File: src/rtl/instruction_fetch_cache.sv
// ----------------------------------------------------------------------------
// instruction_fetch_cache
// A direct-mapped, read-only instruction cache with 16-byte lines. It sits
// between the fetch stage and instruction memory. A hit returns the 32-bit
// word in the same cycle. A miss stalls fetch and presents the line address to
// memory. After the memory latency has elapsed it captures the line, writes it
// into the cache, and the held request then hits.
//
// Ports:
//   clk          clock, all state updates on the rising edge
//   rst          asynchronous, active-high reset
//   pc_addr      fetch byte address (bits [1:0] ignored)
//   pc_req       fetch request valid
//   flush        invalidate every line and abort any fill in progress
//   instr        fetched instruction word
//   instr_valid  instr is valid this cycle
//   stall        fetch must hold pc_addr / pc_req
//   mem_addr     16-byte aligned line address to instruction memory
//   mem_line     128-bit line data returned by instruction memory
//   miss_count   number of misses since reset, wraps at 16'hFFFF
// ----------------------------------------------------------------------------
module instruction_fetch_cache #(
  parameter int NUM_LINES   = 8,
  parameter int MEM_LATENCY = 6
) (
  input  logic         clk,
  input  logic         rst,
  input  logic [31:0]  pc_addr,
  input  logic         pc_req,
  input  logic         flush,
  output logic [31:0]  instr,
  output logic         instr_valid,
  output logic         stall,
  output logic [31:0]  mem_addr,
  input  logic [127:0] mem_line,
  output logic [15:0]  miss_count
);

  localparam int IW = $clog2(NUM_LINES);
  localparam int TW = 28 - IW;
  localparam int CW = (MEM_LATENCY > 1) ? $clog2(MEM_LATENCY) : 1;

  typedef enum logic [1:0] {
    IDLE  = 2'd0,
    FETCH = 2'd1,
    FILL  = 2'd2
  } state_t;

  state_t         state_r;
  state_t         state_nx_s;
  logic [CW-1:0]  cnt_r;
  logic [NUM_LINES-1:0] valid_r;
  logic [127:0]   data_r [NUM_LINES];
  logic [TW-1:0]  tag_r  [NUM_LINES];
  logic [IW-1:0]  miss_idx_r;
  logic [TW-1:0]  miss_tag_r;

  logic [1:0]     off_s;
  logic [IW-1:0]  idx_s;
  logic [TW-1:0]  tag_s;
  logic [127:0]   line_s;
  logic [31:0]    word_s;
  logic           hit_s;
  logic           start_miss_s;
  logic           fill_s;
  logic           unused_addr_bits_s;

  assign off_s  = pc_addr[3:2];
  assign idx_s  = pc_addr[4+IW-1:4];
  assign tag_s  = pc_addr[31:4+IW];
  assign line_s = data_r[idx_s];
  assign hit_s  = pc_req && valid_r[idx_s] && (tag_r[idx_s] == tag_s);
  assign unused_addr_bits_s = ^pc_addr[1:0];

  // Select the addressed 32-bit word out of the indexed line
  always_comb begin
    word_s = line_s[31:0];
    case (off_s)
      2'd0:    word_s = line_s[31:0];
      2'd1:    word_s = line_s[63:32];
      2'd2:    word_s = line_s[95:64];
      2'd3:    word_s = line_s[127:96];
      default: word_s = line_s[31:0];
    endcase
  end

  // Next-state and fetch-side outputs. Outputs are held at their reset values
  // while rst is high, so an asynchronous reset takes effect without a clock
  // edge. flush has priority in every state.
  always_comb begin
    state_nx_s   = state_r;
    instr        = 32'd0;
    instr_valid  = 1'b0;
    stall        = 1'b0;
    start_miss_s = 1'b0;
    fill_s       = 1'b0;
    if (rst) begin
      state_nx_s = IDLE;
    end else begin
      case (state_r)
        IDLE: begin
          if (flush) begin
            stall      = 1'b1;
            state_nx_s = IDLE;
          end else if (hit_s) begin
            instr       = word_s;
            instr_valid = 1'b1;
          end else if (pc_req) begin
            stall        = 1'b1;
            start_miss_s = 1'b1;
            state_nx_s   = FETCH;
          end else begin
            state_nx_s = IDLE;
          end
        end
        FETCH: begin
          stall = 1'b1;
          if (flush) begin
            state_nx_s = IDLE;
          end else if (cnt_r == CW'(MEM_LATENCY - 1)) begin
            state_nx_s = FILL;
          end else begin
            state_nx_s = FETCH;
          end
        end
        FILL: begin
          stall      = 1'b1;
          state_nx_s = IDLE;
          if (flush) begin
            fill_s = 1'b0;
          end else begin
            fill_s = 1'b1;
          end
        end
        default: begin
          state_nx_s = IDLE;
        end
      endcase
    end
  end

  // Control state: FSM, latency counter, valid bits, miss bookkeeping
  always_ff @(posedge clk or posedge rst) begin
    if (rst) begin
      state_r    <= IDLE;
      cnt_r      <= '0;
      valid_r    <= '0;
      mem_addr   <= 32'd0;
      miss_count <= 16'd0;
      miss_idx_r <= '0;
      miss_tag_r <= '0;
    end else begin
      state_r <= state_nx_s;
      if (flush) begin
        valid_r <= '0;
      end else if (fill_s) begin
        valid_r[miss_idx_r] <= 1'b1;
      end else begin
        valid_r <= valid_r;
      end
      // mem_addr only moves on entry to FETCH; any other change would restart memory
      if (start_miss_s) begin
        mem_addr   <= {pc_addr[31:4], 4'b0000};
        miss_idx_r <= idx_s;
        miss_tag_r <= tag_s;
        cnt_r      <= '0;
        miss_count <= miss_count + 16'd1;
      end else if (state_r == FETCH) begin
        cnt_r <= cnt_r + CW'(1);
      end else begin
        cnt_r <= cnt_r;
      end
    end
  end

  // Line data and tag storage; no reset needed because valid_r gates every use
  always_ff @(posedge clk) begin
    if (fill_s) begin
      data_r[miss_idx_r] <= mem_line;
      tag_r[miss_idx_r]  <= miss_tag_r;
    end
  end

endmodule

File: config.mk
export PLATFORM = sky130hd
export DESIGN_NAME = instruction_fetch_cache
export DESIGN_NICKNAME = d
export VERILOG_FILES = /design/src/rtl/instruction_fetch_cache.sv
export SDC_FILE = /design/constraint.sdc
export NUM_CORES = 1
export LEC_CHECK = 0
export BUFFER_PORTS_ARGS = -buffer_cell sky130_fd_sc_hd__buf_4
export CORE_MARGIN = 2
export CORE_UTILIZATION = 35
export CTS_BUF_LIST = sky130_fd_sc_hd__clkbuf_2
export DETAILED_ROUTE_END_ITERATION = 10
export HOLD_SLACK_MARGIN = 0.06
export PLACE_DENSITY = 0.56
export SYNTH_ARGS = -nofsm -noshare
export SYNTH_HDL_FRONTEND = slang
export SYNTH_SLANG_ARGS = --single-unit
File: constraint.sdc
create_clock -name clk -period 11.3 [get_ports clk]
set_input_delay 0.565 -clock clk [delete_from_list [all_inputs] [get_ports clk]]
set_output_delay 0.565 -clock clk [all_outputs]
set_load 0.05 [all_outputs]
Word-level counts from Yosys, hierarchy flattened
Memory sizes are Yosys's and may differ from the RTL's.
Cells that the tools add are included.
{"block": "totals", "reg_bits": 85, "ram_bits": 1224, "in_bits": 164, "out_inout_bits": 82, "word_cells": 68, "n_memories": 2}
{"memory": "data_r", "depth": 8, "width": 128, "read_ports": 1, "rd_clocked_by_memory_dff": 0, "wr": 1, "line_no": "53", "text": "logic [127:0] data_r [NUM_LINES];"}
{"memory": "tag_r", "depth": 8, "width": 25, "read_ports": 1, "rd_clocked_by_memory_dff": 0, "wr": 1, "line_no": "54", "text": "logic [TW-1:0] tag_r [NUM_LINES];"}
{"block": "op_classes", "add_sub_neg": 2, "magnitude_cmp": 3, "eq_ne": 8, "mux": 37, "bitwise": 1, "reduce_logical": 8}
{"op": "32-bit two-way mux", "n": 4}
{"op": "32-bit one-hot mux with 4 select lines", "n": 1}
{"op": "25-bit equality test", "n": 1}
{"op": "1-bit two-way mux", "n": 19}
{"op": "16-bit by 1-bit adder with 16-bit output, second input constant", "n": 1}
{"op": "8-bit two-way mux", "n": 2}
{"op": "2-bit two-way mux", "n": 5}
{"op": "3-bit by 4-bit < comparator with 1-bit output, second input constant", "n": 2}
{"op": "8-bit OR", "n": 1}
{"op": "2-bit equality test, second input constant", "n": 3}
{"op": "3-bit two-way mux", "n": 2}
{"op": "2-bit by 1-bit equality test with 1-bit output, second input constant", "n": 2}
{"op": "2-bit zero test", "n": 2}
{"op": "4-bit != test, second input constant", "n": 1}
{"op": "2-bit one-hot mux with 2 select lines", "n": 1}
{"op": "2-bit nonzero test", "n": 2}
{"op": "3-bit by 1-bit adder with 3-bit output, second input constant", "n": 1}
{"op": "1-bit binary-select mux with 3-bit select", "n": 1}
{"op": "1-bit demux with 3-bit select", "n": 1}
{"op": "3-bit equality test, second input constant", "n": 1}
{"op": "3-bit by 1-bit >= comparator with 1-bit output, second input constant", "n": 1}
{"op": "1-bit logical AND", "n": 3}
{"op": "1-bit one-hot mux with 2 select lines", "n": 1}
{"op": "2-bit OR reduction", "n": 1}

Depth between registers and ports, before layout
Gate-level depths: netlist (run 1).
{"block": "logic_depth", "ltp_word": 9, "depth_mapped": 14, "mapped_depth_nobuf": 8}

Worst setup path before layout (run 1)
Ideal clock, no wire load.
{"block": "synth_path", "path_type": "input to register", "from": "input flush", "to": "memory data_r[1][0] (enable)", "setup_ps": 854, "t_arrival_ps": 11645, "required_ps": 10446, "setup_slack_ps": -1199, "cell_stages": 4, "n_path_buf": 1, "cell_sequence": "clkbuf_1 > nor2_1 > nand3_1 > nor3_1"}
{"block": "synth_between", "elab_chain_len": 5}
{"element": "from (decl)", "line_no": "30", "text": "input logic flush,"}
{"element": "1-bit two-way mux", "line_no": "129", "text": "if (flush) begin"}
{"element": "1-bit two-way mux", "line_no": "100", "text": "case (state_r)"}
{"element": "1-bit two-way mux", "line_no": "97", "text": "if (rst) begin"}
{"element": "1-bit two-way mux", "line_no": "178", "text": "if (fill_s) begin"}
{"element": "1-bit two-way mux (implied by the code)", "line_no": "179", "text": "data_r[miss_idx_r] <= mem_line;"}
{"element": "to (decl)", "line_no": "53"}
No other way between the ends.

Final worst setup path (run 1)
{"block": "layout_path", "from": "input pc_addr[6]", "to": "output stall"}
{"block": "layout_between", "elab_chain_len": 8, "word_cells_on_any_way": 10, "classes_between": "1 x eq/ne; 6 x mux; 2 x reduce/logical; 1 x memory"}
{"element": "from (decl)", "line_no": "28", "text": "input logic [31:0] pc_addr,"}
{"element": "parallel branches: the longest is 3 deep, another holds memory read 8 x 25 bit"}
{"element": "1-bit logical AND (*)", "line_no": "72", "text": "assign hit_s = pc_req && valid_r[idx_s] && (tag_r[idx_s] == tag_s);"}
{"element": "1-bit two-way mux (*)", "line_no": "105", "text": "end else if (hit_s) begin"}
{"element": "1-bit two-way mux (*)", "line_no": "102", "text": "if (flush) begin"}
{"element": "1-bit one-hot mux with 2 select lines (*)", "line_no": "100"}
{"element": "1-bit two-way mux (*)", "line_no": "97"}
{"element": "to (decl)", "line_no": "33", "text": "output logic stall,"}
Mark *: on every way between the ends. The select of a mux whose other input is x is not followed.

==> out/results.txt, run 1 <==
CTS sink cnt: 1,281
PwrDens: 153 nW/um^2
DR vias/cell: 4.93
Post-DRT Antenna Nets: 0
CTS Buffer Depth: 4
Synth top area share: 0.744
Distinct cells, synth: 56
fraction of registers with async set or reset after synthesis: 0.0445
crit-path max FO: 49
Critical Path Sink Type: primary output
cell accounting for the most synthesized area: edfxtp_1
number of global-route vias before repair: 27,475
Final Skew: 0.182 ns
Total GRT Usage: 0.165
initial drt markers: 1,728
Tmin final: 6.15 ns
Synth Cell Area: 49,400 um^2
r2r startpoint: tag_r[5][9]$_DFFE_PP_
Core Region: 140,000 um^2
Post-synth EDFFs: 1,224
clock-pin slew on the worst setup and hold paths: 0.10 ns
row cnt: 137
total number of yosys warnings: 0
routability cong.: 0.744
die area: 144,000 um^2
Starting Density: 0.353
R2R Setup Slk: 6.62 ns
IO Port Bufs: 239
Syn-to-layout area delta: 21.6%
wire length per cell: 23.4 um
Fmax: 0.163 GHz
leakage: 20.5 nW
first-pass GRT wire length: 175 mm
RSZ-0062 raised after global routing: false
Vias: 25,097
max_cap viols: 0
final non-filler cell total: 5,094
Slew HR: 0.244
Primary FF master, synth: edfxtp_1
share of layout cells above drive strength 1: 0.362
crit-path max cell delay: 0.88 ns
most frequent CP cell: buf_4
slowest CP cell: buf_4
Final TNS setup: 0 ns
Clk Latency, worst-skew pair: 1.70 ns
Detailed Place HPWL: 61.4 mm
Yosys reg bits: 1,281
antenna violations before repair: 22
critical path class: primary input to primary output
Worst Min Path Start: mem_line[55]
I/O pin count: 246
worst hold slack: 0.384 ns
Final Cycle Share: 0.544
CTS tree: done
Final Max Tran Viols: 0
TritonCTS buffer count: 343
GRT overflow: 0
DIE HEIGHT: 380 um
H-tree depth: 5
synth top area cells: edfxtp_1, mux4_2, dfrtp_1
worst-path cell chain: clkbuf_8, buf_4, buf_4, mux4_2, mux2i_4, xnor2_1, a2111oi_2, and4_1, and4b_1, nand2b_1, a2111oi_0, buf_4
Setup Viol. Count Final: 0
Layout Nets: 3,150
outcome: complete, no violations
largest net degree at the start of global routing: 151
Root Buffer Master: clkbuf_2
Max IR drop VDD: 0.0000873 V
Seq/Total Area, Yosys: 0.773
# placed instances: 4,142
Syn Inst Count: 2,098
syn_area_per_cell: 23.6 um^2
DRC Markers: 0
Worst Hold Class: primary input to flop
worst slew pin tran: 1.13 ns
WP data arrival: 5.58 ns
detailed-router iteration count before antenna repair: 5
final-report hold violation count: 0
# Post-CTS Setup Buffers: 0
worst path required time: 10.74 ns
die width: 380 um
CP Launch Type: primary input
final wirelength: 119 mm
worst setup path startpoint: pc_addr[6]
-- registers in the layout (all words and copies together) (netlist names) --
| signal | flops |
|---|---|
| tag_r | 200 |
| miss_tag_r | 25 |
| miss_count | 16 |
| cnt_r | 3 |
| mem_addr | 1 |
| state_r | 2 |
| miss_idx_r | 2 |
| valid_r | 8 |
| data_r | 1024 |
-- cells in the final DEF (no fill, tap or decap), drive strengths merged, types with 2 or more instances in the layout --
cell / n
a21o: 2
nor2: 65
nand2b: 6
inv: 12
a22oi: 11
and4: 3
a22o: 7
diode: 13
nand2: 11
and3: 5
nand3b: 3
clkinv: 86
and2: 3
bufinv: 6
nand4: 9
nor4: 4
or3: 4
nor3b: 2
buf: 270
clkbuf: 474
dlygate4sd3: 368
conb: 4
nor3: 8
o22ai: 2
mux4: 350
nand3: 17
mux2i: 87
ha: 7
mux2: 32
edfxtp: 1224
dfrtp: 57
nor4b: 4
o21ai: 6
a2111oi: 3
xor2: 26
nor2b: 7
xnor2: 8
-- what timing repair did --
action                                 in CTS  in global routing
gates resized for setup                     0                  0
endpoints found under the hold margin    1567                  0
hold buffers                              368                  0
-- layout make-up --
class | count | area [um^2]
clock inverters | 98 | 546
multi-input cells | 707 | 10800
flip-flops and latches | 1281 | 38200
well taps | 1876 | 2350
inverters | 7 | 26.3
diodes | 13 | 32.5
repair buffers | 639 | 5810
fillers | 12357 | 79800
clock buffers | 473 | 2370
-- per-layer routing --
layer | up-vias | GRT usage | part of all wire
li1 | 10916 | - | -
met1 | 13128 | 0.216 | 0.43
met2 | 825 | 0.269 | 0.50
met3 | 198 | 0.0445 | 0.060
met4 | 30 | 0.0541 | 0.018
met5 | - | 0 | 0.0015
-- cells by family after synthesis --
logic type / share of synthesized area
other cells: 0.0000759
compound gates: 0.00603
fa+ha+maj: 0.00177
simple gates: 0.0160
mux: 0.186
xor+xnor: 0.00603
buf+inv: 0.0111
flops: 0.773
-- synth_stat cells (2+ instances only) --
library cell  instances
a2111oi_0             2
a21o_1                2
a22o_1                7
a22oi_1              11
and2_1                3
and3_1                5
and4_1                3
buf_1                44
buf_12                2
buf_2                15
buf_4                10
buf_6                 2
buf_8                 2
clkbuf_1             31
dfrtp_1              57
edfxtp_1           1224
ha_1                  7
inv_1                 7
mux2_1                5
mux2_2                7
mux2_4               20
mux2i_1              85
mux4_2              350
nand2_1              11
nand2b_1              5
nand3_1              16
nand3b_1              3
nand4_1               9
nor2_1               65
nor2b_1               7
nor3_1                8
nor3b_1               2
nor4_1                4
nor4b_1               4
o21ai_0               6
o22ai_1               2
or3_1                 4
xnor2_1               8
xor2_1               26
-- worst paths after layout --
check	end	cells after the start
max	stall	12
min	data_r[2][55]$_DFFE_PP_	3
max reg2reg	miss_tag_r[0]$_DFFE_PP0P_	9
min reg2reg	miss_count[15]$_DFFE_PP0P_	1
max in group asynchronous	miss_count[12]$_DFFE_PP0P_	6
min in group asynchronous	miss_tag_r[15]$_DFFE_PP0P_	6
-- stage by stage --
stage / util / total power, mW / setup WS, ns / area [um^2]
final: 0.429 / 9.20 / 5.15 / 60100
after global placement: 0.382 / 6.07 / 4.96 / 53400
after floorplan: - / 5.82 / 2.94 / 49400
after CTS: 0.429 / 9.35 / 5.00 / 60000
after global routing: 0.429 / 9.65 / 4.79 / 60100
after detailed placement: 0.382 / 6.09 / 4.95 / 53400
-- worst max-delay path: cells and delay by family --
kind | cells | cell delay, ns
and+or+nand+nor | 3 | 0.87
xor gates and xnor gates | 1 | 0.16
AOI/OAI and AO/OA | 2 | 0.70
buffers and inverters | 4 | 2.55
muxes | 2 | 0.65
-- power by group --
part	internal [mW]	switching, mW	leakage, nW
logic	0.367	0.397	6.54
clock network	1.26	1.84	2.24
registers	5.26	0.0786	11.7
(Power assumes the default switching activity.)
==> run 2: changes to the inputs <==
--- a/config.mk
+++ b/config.mk
@@ -11,7 +11,7 @@
 export CTS_BUF_LIST = sky130_fd_sc_hd__clkbuf_2
 export DETAILED_ROUTE_END_ITERATION = 10
 export HOLD_SLACK_MARGIN = 0.06
-export PLACE_DENSITY = 0.56
+export PLACE_DENSITY = 0.54
 export SYNTH_ARGS = -nofsm -noshare
 export SYNTH_HDL_FRONTEND = slang
 export SYNTH_SLANG_ARGS = --single-unit
==> constraint.sdc (replaced) <==
create_clock -name clk -period 5.7 [get_ports clk]
set_input_delay 0.285 -clock clk [delete_from_list [all_inputs] [get_ports clk]]
set_output_delay 0.285 -clock clk [all_outputs]
set_load 0.05 [all_outputs]
==> run 2 against run 1 <==
Net effect:
- register-to-register slack lost 5.5 ns
- sequential share of layout area shrank 1.1 points
- routed wire length shrank 1.5%
- count of clock-buffer cells in the layout grew 8
- combinational power grew 110%
- largest power group unchanged
- clock skew shrank 0.015 ns
==> out/results.txt, run 2 (synthesized netlist as in run 1, its figures left out) <==
crit-path max FO: 35 (-29%)
Root Buffer Master: clkbuf_2
# Post-CTS Setup Buffers: 0 (unchanged)
Final Cycle Share: 0.917
antenna violations before repair: 8 (-64%)
PwrDens: 297 nW/um^2 (+94%)
placed cell area: 53,600 um^2 (+0.35%)
DRC Markers: 0 (unchanged)
fin area: 61,200 um^2 (+1.8%)
Vias: 25,228 (+0.52%)
final wirelength: 117 mm (-1.5%)
Slew HR: 0.151 (-0.0926)
area of the multi-input gates: 10,800 um^2 (about the same)
Core Region: 140,000 um^2 (unchanged)
Post-DRT Antenna Nets: 0 (unchanged)
r2r startpoint: tag_r[7][9]$_DFFE_PP_
number of global-route vias before repair: 28,258 (+2.8%)
Worst Hold Class: primary input to flop
Layout Nets: 3,255 (+3.3%)
R2R Setup Slk: 1.17 ns (-5.45 ns)
WP data arrival: 4.94 ns (-0.64 ns)
Critical Path Sink Type: primary output
FF/Latch Area: 38,200 um^2 (unchanged)
CTS sink cnt: 1,281 (unchanged)
Hold Path Depth: 3 (unchanged)
die area: 144,000 um^2 (unchanged)
Final Skew: 0.166 ns (-0.0153 ns)
Biggest register: data_r
Syn-to-layout area delta: 23.8%
final-report hold violation count: 0 (unchanged)
Final TNS setup: 0 ns (unchanged)
TritonCTS buffer count: 343 (unchanged)
final non-filler cell total: 5,171 (+1.5%)
CP Launch Type: flop
most frequent cells in the layout: edfxtp_1, clkbuf_2, dlygate4sd3_1
Worst Reg-to-Reg Cells: 9 (unchanged)
wire length per cell: 22.7 um (-3.0%)
share of layout cells above drive strength 1: 0.355 (-0.00708)
Starting Density: 0.353 (unchanged)
Worst Min Path Start: mem_line[37]
Fmax: 0.191 GHz
worst path required time: 5.41 ns (-5.33 ns)
largest net degree at the start of global routing: 165 (+9.3%)
Clk Latency, worst-skew pair: 1.71 ns (about the same)
Tmin final: 5.23 ns
leakage: 20.9 nW (+2.1%)
critical path class: flop to primary output
commonest non-fill, non-tap cell in the layout: edfxtp_1
FF-to-FF End: miss_tag_r[18]$_DFFE_PP0P_
Fillers: 12,259 (-0.79%)
worst setup path startpoint: tag_r[7][17]$_DFFE_PP_
IO Port Bufs: 239 (unchanged)
worst slew pin tran: 1.27 ns (+0.139 ns)
RSZ-0062 raised after global routing: false
Max IR drop VDD: 0.000181 V (+110%)
fin util: 0.437 (+0.00779)
DR vias/cell: 4.88 (-0.97%)
GRT overflow: 0 (unchanged)
Total GRT Usage: 0.164 (-0.00170)
row cnt: 137 (unchanged)
Final Max Tran Viols: 0 (unchanged)
Setup Viol. Count Final: 0 (unchanged)
H-tree depth: 5 (unchanged)
initial drt markers: 1,446 (-16%)
CTS Buffer Depth: 4 (unchanged)
first-pass GRT wire length: 176 mm (+0.61%)
Largest regs: data_r (1024), tag_r (200), miss_tag_r (25)
clock-pin slew on the worst setup and hold paths: 0.09 ns (about the same)
I/O pin count: 246 (unchanged)
# placed instances: 4,145 (+0.072%)
die width: 380 um (unchanged)
DIE HEIGHT: 380 um (unchanged)
Detailed Place HPWL: 61.8 mm (+0.70%)
routability cong.: 0.755 (+1.5%)
Largest register FFs: 1,024 (unchanged)
CTS tree: done
max_cap viols: 0 (unchanged)
Hold Path Sink: data_r[2][37]$_DFFE_PP_
outcome: complete, no violations
detailed-router iteration count before antenna repair: 5 (unchanged)
==> run 2: changes by cell type in the layout (fill, tap and decap cells not counted), sizes merged <==
cell / before / now
dlygate4sd3: 368 / 469
clkinv: 86 / 52
clkbuf: 474 / 482
buf: 270 / 274
bufinv: 6 / 5
diode: 13 / 12
==> run 2: power breakdown <==
group	internal, mW	leakage [nW]	switching, mW
registers	10.4	11.7	0.161
clock network	2.45	2.19	3.58
logic	0.775	7.03	0.791
==> run 2: through the flow <==
step	power, mW	setup WS (ns)	hold slack (ns)
finish	18.2	0.473	0.343
global route	19.1	0.00702	0.125
CTS	18.5	0.0963	0.0711
detailed placement	12.1	0.854	0.477
global placement	12.0	0.905	0.461
floorplan	11.5	-2.38	0.384
==> run 2: worst max path at each step <==
stage | slack [ns] | cells past startpoint | endpoint
after floorplan | -2.38 | 4 | data_r[7][0]$_DFFE_PP_
after global placement | 0.91 | 8 | instr[19]
after detailed placement | 0.85 | 8 | instr[18]
after CTS | 0.1 | 10 | instr[21]
after global routing | 0.007 | 10 | instr[21]
final | 0.47 | 10 | instr[31]
==> run 2: layer usage <==
metal / global-route usage / part of all wire
met1: 0.211 / 0.43
met2: 0.275 / 0.50
met3: 0.0353 / 0.048
met4: 0.0557 / 0.022
met5: 0 / 0.00023
==> run 2: what timing repair did <==
| item | CTS | global route |
|---|---|---|
| hold buffers | 470 | 0 |
| hold endpoints to repair | 2362 | 0 |
| endpoints found under the setup margin | 32 | 0 |
| gates resized for setup | 2 | 0 |
==> run 2: worst max-delay path, cell delays in order (launching register included) <==
cell and delay, ns:
edfxtp_1 0.39, mux4_2 0.46, mux2i_1 0.21, xor2_1 0.26
nand4_1 0.14, a2111oi_1 0.57, and3b_2 0.38, nand3_2 0.08
buf_4 0.30, nor2_1 0.24, buf_4 0.23
==> run 2: final cells by class <==
type | count | area share
clock buffer | 481 | 0.0394
timing repair buffer | 744 | 0.115
inverter | 7 | 0.000430
clock inverter | 63 | 0.00620
antenna | 12 | 0.000491
sequential | 1281 | 0.624
tap | 1876 | 0.0384
multi-input combinational | 707 | 0.176
